===== config.mk =====
export PLATFORM = sky130hd
export DESIGN_NAME = radix_counter_cascade
export DESIGN_NICKNAME = d
export VERILOG_FILES = /design/src/rtl/radix_counter_cascade.sv
export SDC_FILE = /design/constraint.sdc
export NUM_CORES = 1
export LEC_CHECK = 0
export CAP_MARGIN = 25
export CORE_UTILIZATION = 38
export DETAILED_ROUTE_END_ITERATION = 10
export GPL_TIMING_DRIVEN = 1
export PLACE_DENSITY = 0.7
export SLEW_MARGIN = 25
export SYNTH_ARGS = -nofsm -noshare
export SYNTH_HDL_FRONTEND = slang
export SYNTH_SLANG_ARGS = --single-unit

===== constraint.sdc =====
create_clock -name i_clk -period 3.65 [get_ports i_clk]
set_input_delay 0.73 -clock i_clk [delete_from_list [all_inputs] [get_ports i_clk]]
set_output_delay 0.73 -clock i_clk [all_outputs]
set_load 0.02 [all_outputs]

===== src/rtl/radix_counter_cascade.sv =====
// Multi-digit cascaded radix counter (up/down, load, clear) with same-cycle carry chain; o_count 1-cycle latency, no backpressure.
// RADIX_CNT_SAT_EN: when defined, an enabled step at terminal value holds (saturates) instead of wrapping.
module radix_counter_cascade #(
  parameter int RADIX  = 8,
  parameter int DIGITS = 2
) (
  input  logic                                  i_clk,
  input  logic                                  i_rst_n,
  input  logic                                  i_enable,
  input  logic                                  i_up,
  input  logic                                  i_clear,
  input  logic                                  i_load,
  input  logic [DIGITS*$clog2(RADIX)-1:0]       i_load_val,
  output logic [DIGITS*$clog2(RADIX)-1:0]       o_count,
  output logic                                  o_tc,
  output logic                                  o_wrap,
  output logic                                  o_load_err
);

  localparam int DIGIT_W = $clog2(RADIX);
  localparam int CW      = DIGITS * DIGIT_W;
  localparam logic [DIGIT_W-1:0] D_MAX = DIGIT_W'(RADIX - 1);
  localparam logic [DIGIT_W:0]   D_MOD = (DIGIT_W + 1)'(RADIX);

  logic [CW-1:0]     count_q, count_d;
  logic              wrap_q, wrap_d;
  logic              err_q, err_d;
  logic [DIGITS-1:0] at_max, at_zero, step;
  logic [CW-1:0]     stepped;
  logic [CW-1:0]     load_clamped;
  logic              load_oor;
  logic              terminal;

  // Carry/borrow chain: digit k steps when every lower digit sits at its roll-over value.
  always_comb begin
    at_max  = '0;
    at_zero = '0;
    step    = '0;
    stepped = count_q;
    for (int k = 0; k < DIGITS; k++) begin
      at_max[k]  = (count_q[k*DIGIT_W +: DIGIT_W] == D_MAX);
      at_zero[k] = (count_q[k*DIGIT_W +: DIGIT_W] == '0);
    end
    step[0] = i_enable;
    for (int k = 1; k < DIGITS; k++) begin
      step[k] = step[k-1] & (i_up ? at_max[k-1] : at_zero[k-1]);
    end
    for (int k = 0; k < DIGITS; k++) begin
      if (step[k]) begin
        if (i_up) begin
          stepped[k*DIGIT_W +: DIGIT_W] = at_max[k] ? '0
                                        : count_q[k*DIGIT_W +: DIGIT_W] + DIGIT_W'(1);
        end else begin
          stepped[k*DIGIT_W +: DIGIT_W] = at_zero[k] ? D_MAX
                                        : count_q[k*DIGIT_W +: DIGIT_W] - DIGIT_W'(1);
        end
      end
    end
  end

  assign terminal = i_up ? (&at_max) : (&at_zero);
  assign o_tc     = i_enable & terminal;

  // Out-of-range load digits clamp to the largest legal digit and flag an error.
  always_comb begin
    load_clamped = i_load_val;
    load_oor     = 1'b0;
    for (int k = 0; k < DIGITS; k++) begin
      if ({1'b0, i_load_val[k*DIGIT_W +: DIGIT_W]} >= D_MOD) begin
        load_clamped[k*DIGIT_W +: DIGIT_W] = D_MAX;
        load_oor = 1'b1;
      end
    end
  end

  always_comb begin
    count_d = count_q;
    wrap_d  = 1'b0;
    err_d   = 1'b0;
    if (i_clear) begin
      count_d = '0;
    end else if (i_load) begin
      count_d = load_clamped;
      err_d   = load_oor;
    end else if (i_enable) begin
`ifdef RADIX_CNT_SAT_EN
      count_d = terminal ? count_q : stepped;
`else
      count_d = stepped;
`endif
      wrap_d  = terminal;
    end
  end

  always_ff @(posedge i_clk) begin
    if (!i_rst_n) begin
      count_q <= '0;
      wrap_q  <= 1'b0;
      err_q   <= 1'b0;
    end else begin
      count_q <= count_d;
      wrap_q  <= wrap_d;
      err_q   <= err_d;
    end
  end

  assign o_count    = count_q;
  assign o_wrap     = wrap_q;
  assign o_load_err = err_q;

endmodule


# Yosys cells after proc, flatten, opt, wreduce, memory -nomap -nowiden
# Cells that the tools add are included.
[totals]
regBits = 7
in_bits = 12
out_inout_bits = 9
word_cells = 33
[classes]
addsub = 4
eq_ne = 2
mux = 11
n_bitwise = 4
n_reduce_logical = 9
[op_table]
columns = ["operator", "n"]
rows = [
  ["$mux W3", 7],
  ["$mux W6", 2],
  ["$add A3 B1 Y3 const B", 2],
  ["$eq A3 B3 Y1 const B", 2],
  ["$logic_not A3 Y1", 2],
  ["$reduce_and A2 Y1", 3],
  ["$sub A3 B1 Y3 const B", 2],
  ["$reduce_bool A2 Y1", 2],
  ["$reduce_or A4 Y1", 1],
  ["$and A1 B1 Y1", 2],
  ["$mux W1", 2],
  ["$not A1 Y1", 2],
  ["$reduce_or A2 Y1", 1],
]

# Depth between registers and ports, before layout
[depth]
depth_word = 6
mapped_depth = 6
mapped_depth_nobuf = 6

# Worst setup path after synthesis
# OpenSTA, ideal clock, no wires.
[synth_timing]
kind = "input to output"
startpoint = "input port i_up"
endpoint = "output port o_tc"
arrival_ns = 1.589
required_time_ns = 2.920
slack_ns = 1.331
path_stages = 4
path_buffers = 0
cell_sequence = "or3b_4 -> nor2_1 -> a31oi_1 -> nor2b_1"
[synth_via]
elab_chain_cells = 2
[synth_lines]
columns = ["element", "line", "source"]
rows = [
  ["from (decl)", "10", "input logic i_up,"],
  ["$mux W1", "61", "assign terminal = i_up ? (&at_max) : (&at_zero);"],
  ["$and A1 B1 Y1", "62", "assign o_tc = i_enable & terminal;"],
  ["to (decl)", "15", "output logic o_tc,"],
]
# No other way between the ends.

# Worst setup path after layout
# Same ends and word-level chain as after synthesis.

==> run_results.csv <==
group,metric,value,unit
logic_synthesis,synth_area_leader_cell,"dfxtp_1",
routing,drtAntennaViolNets,0,
floorplanning,fp-row-count,13,
sta,skew,0.00338,ns
cts,clockBufferDepth,2,
routing,wl_per_cell,12.2,um
cts,cts_max_level,1,
cells_and_area,finish.net_count,111,
logic_synthesis,yosys.area.top_type_share,24.2,%
logic_synthesis,ys_types,32,
grt,grt_overflow,0,
logic_synthesis,yosys-top-cells-area,"dfxtp_1 24%, ha_1 17%, nand2b_1 4.3%, a21oi_1 3.5%, a311o_1 3.5%",
min_path,hp-class,"register to register",
floorplanning,die_area,1680,um2
grt,first_global_vias,480,
cts,cts_tree,"done",
cells_and_area,diodes,0,
routing,via_per_inst,5.40,
sta,drv_slew,0,
sta,finalSetupTns,0,ns
routing,drcViolationCount,0,
placement,hpwl,978,um
logic_synthesis,synth_flop_cell,"dfxtp_1",
floorplanning,die_w,41.0,um
logic_synthesis,synth_area,579,um2
run_status,status,"finished, final reports clean",
floorplanning,io_pins,21,
grt,track_usage,17.9,%
floorplanning,die_y,41.0,um
logic_synthesis,synth_edf_count,0,
logic_synthesis,syn_avg_cell_area,8.40,um2
logic_synthesis,ys_seq_elements,7,
logic_synthesis,ys_seq_area_share,24.2,%
routing,vias,567,
routing,drtIter0Drc,14,
sta,fmax,0.313,GHz
logic_synthesis,synth_warnings,0,
grt,antenna_found_initial,0,
critical_path,end_kind,"output port",
pwr,powerDensity,274,nW/um2
critical_path,cp.arrival,2.46,ns
routing,dr.pass1.iters,4,
critical_path,worstSetupPathType,"primary input to output port",
job,maxCapViolations,0,
logic_synthesis,synthCells,69,
sta,rsz0062_at_grt,"false",
sta,fin_crit,3.19,ns
routing,wl,1280,um
placement,portBuffers,19,
floorplanning,initial_core_util,42.4,%
placement,dp_cells,101,
grt,grt_pass1_wl,1980,um
cts,insertion_delay,0.25,ns
cts,clock_sinks,7,
floorplanning,core-area,1370,um2
pwr,p_leak,0.345,nW
critical_path,crit_required,2.92,ns
critical_path,worst-path-max-fanout,3,
sta,setup_viol,0,
cells_and_area,layoutNonFillerInstCount,105,
placement,place_congestion,0.687,
cts,cts_setup_buffers,0,
sta,hold_viol_final,0,
cts,ctsResizeCount,0,
critical_path,start_kind,"primary input",
pwr,irDropWorstVdd,0.000176,V
cts,numCtsBuffers,3,
sta,fin_crit_sh,87.5,%
cts,clk_pin_slew,0.05,ns
cells_and_area,final_layout_size_suffix_gt1_share,8.89,%
logic_synthesis,synth_nets,89,
cells_and_area,syn2layout_area_growth,39.1,%
grt,grt_max_degree,13,
cts,root_buffer,"clkbuf_4",
cts,cts_hold_buffers,0,
logic_synthesis,async_flop_share,0,%
synth_stat cells (2+ instances only):
| master | count |
|---|---|
| a31oi_1 | 2 |
| nor2_1 | 4 |
| a311o_1 | 2 |
| ha_1 | 8 |
| a211oi_1 | 2 |
| nand2_1 | 4 |
| nor3_1 | 4 |
| inv_1 | 5 |
| o21ai_1 | 2 |
| a21o_1 | 2 |
| dfxtp_1 | 7 |
| a21oi_1 | 4 |
| nand2b_1 | 4 |
metrics by stage:
step | instance area (um2) | setup WS (ns) | power (W) | hold slack [ns] | util [%]
2_1_floorplan | 579 | 1.33 | 0.000125 | 0.595 | -
3_3_place_gp | 779 | 0.483 | 0.000152 | 0.551 | 57.1
3_5_place_dp | 779 | 0.441 | 0.000152 | 0.537 | 57.1
4_1_cts | 806 | 0.439 | 0.000225 | 0.552 | 59.0
5_1_grt | 806 | 0.391 | 0.000235 | 0.575 | 59.0
6_report | 806 | 0.455 | 0.000221 | 0.554 | 59.0
power by group:
group          switching (W)  internal (W)
clock              0.0000277     0.0000417
sequential        0.00000475     0.0000800
combinational      0.0000318     0.0000349
layout by cell type (no fill, tap or decap):
master / synthesis / layout
clkdlybuf4s50_1: 0 / 19
ha_1: 8 / 8
dfxtp_1: 7 / 7
inv_1: 5 / 5
nand2b_1: 4 / 4
nor2_1: 4 / 4
nand2_1: 4 / 4
nor3_1: 4 / 4
a21oi_1: 4 / 4
clkbuf_4: 0 / 3
a31oi_1: 2 / 2
o21ai_1: 2 / 2
a21o_1: 2 / 2
a311o_1: 2 / 2
a211oi_1: 2 / 2
or3b_4: 1 / 1
nor2b_1: 1 / 1
a21boi_4: 1 / 1
a211o_1: 1 / 1
inv_2: 1 / 1
and2_1: 1 / 1
o221ai_1: 1 / 1
o311a_1: 1 / 1
and3b_1: 1 / 1
a311oi_1: 1 / 1
mux2i_1: 1 / 1
a211oi_2: 1 / 1
nand3b_1: 1 / 1
or3_1: 1 / 1
o21ai_0: 1 / 1
conb_1: 1 / 1
clkbuf_1: 1 / 1
buf_4: 1 / 1
layer usage:
metal  part of all wire [%]  vias up  global-route usage, %
li1                       -      292                      -
met1                     52      257                   25.6
met2                     43       16                   25.8
met3                    3.7        2                   1.63
met4                   0.47        0                   10.0
met5                      0        -                      0
final timing paths:
path,startpoint,endpoint,slack [ns],cells after the start
worst min-delay path,o_count[4],o_count[4],0.55,2
worst max register to register,o_count[0],o_count[4],1.92,6
worst max-delay path,i_up,o_tc,0.46,6
worst min register to register,o_count[4],o_count[4],0.55,2
registers in the layout (all words and copies together), names as in the netlist:
register,flops
o_wrap,1
o_count,6
logic make-up (layout without fill, tap and decap cells):
logic type / Yosys count / in the layout / share of synthesized area [%]
other: 1 / 1 / 0.647
buffers and inverters: 9 / 30 / 6.69
multiplexers: 1 / 1 / 1.73
AND/OR/NAND/NOR: 22 / 22 / 21.0
AO/OA/AOI/OAI: 21 / 21 / 28.5
adder cells (fa/ha/maj): 8 / 8 / 17.3
flip-flops: 7 / 7 / 24.2
cell type report:
| type | count | area, um2 |
|---|---|---|
| clock buffers | 4 | 26.3 |
| inverters | 6 | 22.5 |
| fillers | 140 | 561 |
| flip-flops and latches | 7 | 140 |
| repair buffers | 20 | 198 |
| well taps | 15 | 18.8 |
| multi-input cells | 53 | 400 |
critical path, stage by stage:
cell,delay (ns)
clkdlybuf4s50_1,0.42
or3b_4,0.41
nor2_1,0.11
a31oi_1,0.07
nor2b_1,0.12
clkdlybuf4s50_1,0.61
Note: power is estimated with default switching activity, not from simulation.
